### src/rtl/i2c_bus_conditioner_pkg.sv
// Shared types and default constants for the I2C BERT input front end.
package i2c_bert_pkg;

  typedef enum logic [0:0] {
    BUS_IDLE,
    BUS_BUSY
  } bus_state_t;

  localparam int DEFAULT_SYNC_STAGES = 2;
  localparam int DEFAULT_FILTER_LEN  = 3;
  localparam int DEFAULT_TIMEOUT_W   = 12;
  localparam int DEFAULT_TIMEOUT_MAX = 4095;

  // True when both filtered lines sit released (high), i.e. the bus looks idle.
  function automatic logic lines_released(input logic scl_level, input logic sda_level);
    return scl_level & sda_level;
  endfunction

endpackage

### src/rtl/i2c_bus_conditioner_line_filter.sv
// One I2C line: metastability synchroniser followed by a glitch filter that
// only lets the filtered level change after FILTER_LEN agreeing samples.
module i2c_line_filter
  import i2c_bert_pkg::*;
#(
  parameter int SYNC_STAGES = DEFAULT_SYNC_STAGES,
  parameter int FILTER_LEN  = DEFAULT_FILTER_LEN
) (
  input  logic clk,
  input  logic rst_n,
  input  logic ena,
  input  logic raw,
  output logic level
);

  localparam logic [3:0] LAST_COUNT = 4'(FILTER_LEN - 1);

  logic [SYNC_STAGES-1:0] sync_q;
  logic                   sync_out;
  logic [3:0]             count;

  assign sync_out = sync_q[SYNC_STAGES-1];

  // Synchroniser chain; keeps running even while the block is disabled.
  always_ff @(posedge clk or negedge rst_n) begin
    if (!rst_n) begin
      sync_q <= '1;
    end else begin
      sync_q <= {sync_q[SYNC_STAGES-2:0], raw};
    end
  end

  // Glitch filter: count consecutive disagreeing samples, flip after FILTER_LEN of them.
  always_ff @(posedge clk or negedge rst_n) begin
    if (!rst_n) begin
      count <= 4'd0;
      level <= 1'b1;
    end else if (!ena) begin
      count <= 4'd0;
      level <= 1'b1;
    end else if (sync_out != level) begin
      if (count == LAST_COUNT) begin
        level <= ~level;
        count <= 4'd0;
      end else begin
        count <= count + 4'd1;
      end
    end else begin
      count <= 4'd0;
    end
  end

endmodule

### src/rtl/i2c_bus_conditioner.sv
// I2C bus front end: filtered SCL/SDA levels, single-cycle bus events
// (SCL edges, START, STOP, sampled bit) and bus-busy tracking with idle timeout.
module i2c_bus_conditioner
  import i2c_bert_pkg::*;
#(
  parameter int SYNC_STAGES = DEFAULT_SYNC_STAGES,
  parameter int FILTER_LEN  = DEFAULT_FILTER_LEN,
  parameter int TIMEOUT_W   = DEFAULT_TIMEOUT_W,
  parameter int TIMEOUT_MAX = DEFAULT_TIMEOUT_MAX
) (
  input  logic clk,
  input  logic rst_n,
  input  logic ena,
  input  logic scl_raw,
  input  logic sda_raw,
  output logic scl,
  output logic sda,
  output logic scl_rise,
  output logic scl_fall,
  output logic start,
  output logic stop,
  output logic bit_valid,
  output logic bit_data,
  output logic bus_busy,
  output logic timeout
);

  localparam logic [TIMEOUT_W-1:0] COUNT_MAX = TIMEOUT_W'(TIMEOUT_MAX);

  bus_state_t           state;
  bus_state_t           state_next;
  logic                 scl_prev;
  logic                 sda_prev;
  logic                 scl_rising;
  logic [TIMEOUT_W-1:0] idle_count;

  i2c_line_filter #(
    .SYNC_STAGES (SYNC_STAGES),
    .FILTER_LEN  (FILTER_LEN)
  ) u_scl_filter (
    .clk   (clk),
    .rst_n (rst_n),
    .ena   (ena),
    .raw   (scl_raw),
    .level (scl)
  );

  i2c_line_filter #(
    .SYNC_STAGES (SYNC_STAGES),
    .FILTER_LEN  (FILTER_LEN)
  ) u_sda_filter (
    .clk   (clk),
    .rst_n (rst_n),
    .ena   (ena),
    .raw   (sda_raw),
    .level (sda)
  );

  assign scl_rising = scl & ~scl_prev;
  assign bus_busy   = (state == BUS_BUSY);

  // Registered event detection against the previous filtered levels; a
  // simultaneous SCL/SDA change fails the "SCL high both cycles" test, so no START/STOP.
  always_ff @(posedge clk or negedge rst_n) begin
    if (!rst_n) begin
      scl_prev  <= 1'b1;
      sda_prev  <= 1'b1;
      scl_rise  <= 1'b0;
      scl_fall  <= 1'b0;
      start     <= 1'b0;
      stop      <= 1'b0;
      bit_valid <= 1'b0;
      bit_data  <= 1'b0;
    end else if (!ena) begin
      scl_prev  <= 1'b1;
      sda_prev  <= 1'b1;
      scl_rise  <= 1'b0;
      scl_fall  <= 1'b0;
      start     <= 1'b0;
      stop      <= 1'b0;
      bit_valid <= 1'b0;
    end else begin
      scl_prev  <= scl;
      sda_prev  <= sda;
      scl_rise  <= scl_rising;
      scl_fall  <= ~scl & scl_prev;
      bit_valid <= scl_rising;
      start     <= scl_prev & scl & sda_prev & ~sda;
      stop      <= scl_prev & scl & ~sda_prev & sda;
      if (scl_rising) begin
        bit_data <= sda;
      end
    end
  end

  // Bus state register.
  always_ff @(posedge clk or negedge rst_n) begin
    if (!rst_n) begin
      state <= BUS_IDLE;
    end else begin
      state <= state_next;
    end
  end

  // Next bus state and the timeout pulse; disable forces IDLE silently.
  always_comb begin
    state_next = state;
    timeout    = 1'b0;
    case (state)
      BUS_IDLE: begin
        if (start) begin
          state_next = BUS_BUSY;
        end
      end
      BUS_BUSY: begin
        if (start) begin
          state_next = BUS_BUSY;
        end else if (stop) begin
          state_next = BUS_IDLE;
        end else if (idle_count == COUNT_MAX) begin
          timeout    = 1'b1;
          state_next = BUS_IDLE;
        end
      end
      default: begin
        state_next = BUS_IDLE;
      end
    endcase
    if (!ena) begin
      state_next = BUS_IDLE;
      timeout    = 1'b0;
    end
  end

  // Idle-timeout counter: counts released-bus cycles while BUSY, saturating at the limit.
  always_ff @(posedge clk or negedge rst_n) begin
    if (!rst_n) begin
      idle_count <= '0;
    end else if (!ena || (state != BUS_BUSY) || start || stop || timeout) begin
      idle_count <= '0;
    end else if (lines_released(scl, sda)) begin
      if (idle_count != COUNT_MAX) begin
        idle_count <= idle_count + 1'b1;
      end
    end else begin
      idle_count <= '0;
    end
  end

endmodule

### config.mk
export PLATFORM = sky130hd
export DESIGN_NAME = i2c_bus_conditioner
export DESIGN_NICKNAME = d
export VERILOG_FILES = /design/src/rtl/i2c_bus_conditioner_pkg.sv /design/src/rtl/i2c_bus_conditioner_line_filter.sv /design/src/rtl/i2c_bus_conditioner.sv
export SDC_FILE = /design/constraint.sdc
export NUM_CORES = 1
export LEC_CHECK = 0
export BUFFER_PORTS_ARGS = -buffer_cell sky130_fd_sc_hd__buf_2
export CORE_MARGIN = 2
export CORE_UTILIZATION = 35
export CTS_BUF_LIST = sky130_fd_sc_hd__clkbuf_2
export DETAILED_ROUTE_END_ITERATION = 8
export GPL_TIMING_DRIVEN = 1
export PLACE_DENSITY = 0.62
export RECOVER_POWER = 50
export SLEW_MARGIN = 25
export SYNTH_ARGS = -nofsm -noshare
export SYNTH_HDL_FRONTEND = slang
export SYNTH_SLANG_ARGS = --single-unit
export TNS_END_PERCENT = 10
### constraint.sdc
create_clock -name clk -period 3.4 [get_ports clk]
set_input_delay 0.34 -clock clk [delete_from_list [all_inputs] [get_ports clk]]
set_output_delay 0.34 -clock clk [all_outputs]
set_load 0.005 [all_outputs]
== Word level (Yosys, flattened, before mapping) ==
Cells that the tools add are included.
Widths: inputs -> output; s select.
Operators by class
  $lt $le $gt $ge: 0
  shift operators: 0
  multiplexer cells: 32
  $mul: 0
  bitwise gates (word level): 13
  equality and inequality tests: 11
  div/mod/pow operators: 0
  add/subtract/negate cells: 3
  reduce and logical (&&, ||, !) cells: 8
Operators with widths (number)
  $mux 12: 3
  $mux 4: 6
  $mux 1: 22
  $add 12x1->12 const B: 1
  $eq 12x12->1 const B: 1
  $ne 12x12->1 const B: 1
  $add 4x1->4 const B: 2
  $and 1x1->1: 8
  $eq 4x2->1 const B: 2
  $ne 2x1->1 const B: 4
  $reduce_and 2->1: 3
  $not 1->1: 5
  $logic_or 1x1->1: 4
  $ne 3x2->1 const B: 1
  $ne 1x1->1: 2
  $pmux 1 s2: 1
  $logic_not 1->1: 1
Word-level totals
  bits in writable memories: 0
  register bits: 34
  bits of input ports: 5
  latch bits: 0
  memories: 0
  word-level logic and storage cells: 82
  output and inout port bits: 10
  bits in read-only memories: 0

== Depth between registers and ports, before layout ==
  depth after elaboration: 8
  gate-level depth with buffers: 7
  gate-level depth less buffers: 5

== Hierarchy ==
Synthesis repeated with hierarchy kept, for this count alone.
Second synthesis, totals
  cell total of the unflattened synthesis: 127
  area total of the unflattened synthesis: 1492.7 um^2
Modules (own cells, without submodules)
  i2c_bus_conditioner: sequential area each 503.0 um^2, cells an instance 83, instances 1, area each 924.6 um^2
  i2c_line_filter: sequential area each 178.9 um^2, cells an instance 22, instances 2, area each 284.0 um^2

== Worst setup path before layout ==
No wires, ideal clock.
  path type: register -> output
  from: reg idle_count[0]
  to: out timeout
  cell stages (with the launch flop): 6
  data required time: 3.060 ns
  arrival: 1.300 ns
  setup slack: 1.760 ns
  path buffers: 1
  path through: dfrtp_1 > ha_1 > and4_4 > buf_6 > and4_4 > and3_2
Between the ends
  word-level cells in the longest chain between the ends: 6
RTL lines
  from (decl): RTL line i2c_bus_conditioner.sv:35  | logic [TIMEOUT_W-1:0] idle_count;
  from (signal assigned): RTL line i2c_bus_conditioner.sv:143  | idle_count <= idle_count + 1'b1;
  $eq 12x12->1: RTL line i2c_bus_conditioner.sv:120  | end else if (idle_count == COUNT_MAX) begin
  $mux 1: RTL line i2c_bus_conditioner.sv:120
  $mux 1: RTL line i2c_bus_conditioner.sv:118  | end else if (stop) begin
  $mux 1: RTL line i2c_bus_conditioner.sv:116  | if (start) begin
  $mux 1: RTL line i2c_bus_conditioner.sv:109  | case (state)
  $mux 1: RTL line i2c_bus_conditioner.sv:129  | if (!ena) begin
  to (decl): RTL line i2c_bus_conditioner.sv:25  | output logic timeout
No other way between the ends.

== Worst setup path in the final report ==
Same ends and word-level chain as after synthesis.

==> flow_metrics.tcl <==
set metrics [dict create \
    max-slew-margin-rel_pct -15.2 \
    detail_route.wl_per_cell_um 11.6 \
    power.internal_mw 0.634 \
    net_switching_mw 0.168 \
    yosysWarnings 0 \
    final_max_slew_viol_count 35 \
    cp_data_required_time_ns 3.06 \
    violations "max-capacitance violations, max-slew violations" \
    yosys-top-cells-area "dfrtp_1 (44%), dfstp_2 (14%), xor2_1 (6.5%)" \
    placement_rows 23 \
    yosys.area.top_type_share_pct 44.0 \
    average_instance_area_after_synthesis_um2 11.4 \
    global_route_wire_length_before_repair_um 4200 \
    detailedRoute.firstPassIterationCount 4 \
    routedLengthMet1_um 1070 \
    clockRootBuffer "clkbuf_2" \
    status "finished with violations" \
    groute.usage.overall_pct 11.0 \
    seq_area_frac_synth_pct 58.2 \
    vdd_drop_max_uv 269 \
    detail_route.iter0.violations 40 \
    flow.area_growth_from_synthesis_pct 12.6 \
    vias 945 \
    final_min_period_over_clock_period_pct 62.4 \
    max_cap_violations 1 \
    drc 0 \
    netlist.top_cell.by_area "dfrtp_1" \
    achievable-frequency_ghz 0.471 \
    cts_inserted_buffers 5 \
    boundaryPins 15 \
    post-cts-setup-buffers 0 \
    starting_density_of_the_core_pct 36.7 \
    sequential_power_share_pct 53.8 \
    ant_nets 0 \
    cts_resized 0 \
    layout_min_cycle_time_ns 2.12 \
    critPathKind "flop to output pin" \
    post_synth_instance_area_um2 1480 \
    ctsLongestPathBuffers 2 \
    final_common_cell "dfrtp_1" \
    setup_repair_after_global_routing_missed_its_margin "false" \
    wirelength_um 2300 \
    start_kind "flop" \
    tritoncts "done" \
    cellPowerDensity_nw_per_um2 481 \
    die_w_um 69.0 \
    totalNegativeSetupSlack_ns 0 \
    dieArea_um2 4770 \
    power.static_leakage_nw 0.752 \
    finalSetupViolations 0 \
    route.top_layer_used "met4" \
    cts.reportedPaths.clkPinSlew_ns 0.16 \
    netSwitchingFraction_pct 20.9 \
    synthesis.nets 140 \
    first_global_vias 958 \
    clkLatencyLatePin_ns 0.37 \
    pwr-share-clk_pct 41.2 \
    worst_slew_pin_slew_ns 1.73 \
    ys_ff_latch 34 \
    layout_common_cells "dfrtp_1 (26), nor2_1 (15), nand3_1 (14)" \
    finalHoldViolations 0 \
    htree_num_levels 2 \
    post_synth_inst_count 130 \
    yosysUniqueCellTypes 29 \
    comb_power_share_pct 5.0 \
    met3RoutedLength_um 88 \
    dieHeight_um 69.0 \
    met2RoutedLength_um 1090 \
    finalClockSkew_ns 0.0213 \
    gp_routability_congestion 0.686 \
    layout-drive-gt1-share_pct 25.0 \
    n_antenna_cell 0 \
    avgViaCountPerCell 4.77 \
    grt_overflow 0 \
    detailedPlacementHpwl_um 1650 \
    antenna_found_initial 0 \
    core_area_um2 4030 \
    clock_sinks 34 \
    setup_slack_ns 1.28 \
    portBuffers 14 \
    nets 157 \
    worst_hold_path_type "input pin to flop" \
    n_fill_cell 406 \
    setup.reg_to_reg.worst_slack_ns 1.72 \
    pin_count_of_the_biggest_net_entering_global_routing 35 \
    cts.hold.buffers_added 0 \
    worst_setup_path_end_kind "output pin" \
    maximum_fanout_count_along_the_critical_path 6 \
    post-place-ws_ns 1.69 \
    critPathArrivalTime_ns 1.78 \
]
## flip-flops by register name, summed over array words and instances (netlist names)
| signal | count |
|---|---|
| u_scl_filter.sync_q | 2 |
| u_sda_filter.count | 4 |
| scl_fall | 1 |
| u_sda_filter.level | 1 |
| bit_data | 1 |
| start | 1 |
| bus_busy | 1 |
| bit_valid | 1 |
| u_scl_filter.count | 4 |
| idle_count | 12 |
| sda_prev | 1 |
| u_scl_filter.level | 1 |
| stop | 1 |
| scl_prev | 1 |
| u_sda_filter.sync_q | 2 |
## power groups by stage
stage / Sequential, mW / Combinational (mW) / Clock [mW]
finish: 0.431 / 0.0399 / 0.331
detailed placement: 0.439 / 0.0418 / 0
global placement: 0.438 / 0.0405 / 0
global route: 0.434 / 0.0471 / 0.360
CTS: 0.432 / 0.0419 / 0.342
floorplan: 0.438 / 0.0208 / 0
## per-stage QoR
step                utilization (%)  power [mW]  area [um^2]  hold WS [ns]  instances
floorplan                         -       0.459         1480        0.0444        130
global placement               39.2       0.479         1580         0.347        190
detailed placement             39.2       0.481         1580         0.347        190
CTS                            41.4       0.816         1670       0.00362        198
global route                   41.4       0.841         1670        0.0258        198
finish                         41.4       0.802         1670        0.0663        198
## worst max-delay path, cell delays in order, from the launching register on
cell and delay, ns:
dfrtp_1 0.43, ha_1 0.22, and4_4 0.27, and4_4 0.23, and3_2 0.16, buf_2 0.10
## synthesized netlist by cell type (all sizes together)
master and instances:
a31oi 1, and2 1, nor2 21, ha 5, and4 4, nand4 4, dfstp 8, xnor2 3
or3 2, mux2 1, and3 2, o21a 1, buf 3, a21oi 2, nor3b 4, o21ai 1
nand3 14, nand2 8, xor2 11, inv 4, nand2b 2, or2 1, dfrtp 26, clkbuf 1
## layer usage
metal / vias to the layer above / track usage (%)
met4: 0 / 6.10
li1: 469 / -
met2: 12 / 16.2
met1: 458 / 13.9
met5: - / 0
met3: 6 / 3.80
## final timing paths
check / from / end / depth (start not counted)
max: idle_count[0]$_DFFE_PN0P_ / timeout / 5
min: sda_raw / u_sda_filter.sync_q[0]$_DFF_PN1_ / 1
max reg2reg: idle_count[0]$_DFFE_PN0P_ / idle_count[2]$_DFFE_PN0P_ / 5
min reg2reg: u_scl_filter.sync_q[0]$_DFF_PN1_ / u_scl_filter.sync_q[1]$_DFF_PN1_ / 0
max in group asynchronous: rst_n / u_scl_filter.count[1]$_DFF_PN0_ / 1
min in group asynchronous: rst_n / idle_count[3]$_DFFE_PN0P_ / 1
## layout make-up
| cell class | instances | area (um^2) | area share [%] |
|---|---|---|---|
| sequential | 34 | 861 | 51.7 |
| multi-input combinational | 88 | 571 | 34.2 |
| timing repair buffer | 14 | 68.8 | 4.13 |
| clock inverter | 3 | 63.8 | 3.83 |
| tap | 50 | 62.6 | 3.75 |
| clock buffer | 5 | 25.0 | 1.50 |
| inverter | 4 | 15.0 | 0.901 |
## cell families after synthesis
| family | share of synthesized area [%] |
|---|---|
| AOI/OAI and AO/OA | 1.94 |
| xor gates and xnor gates | 8.28 |
| adders and majority gates | 4.23 |
| buffers and inverters | 3.30 |
| DFF | 58.2 |
| muxes | 0.761 |
| and+or+nand+nor | 23.3 |
Power figures use the tool's default switching activity.
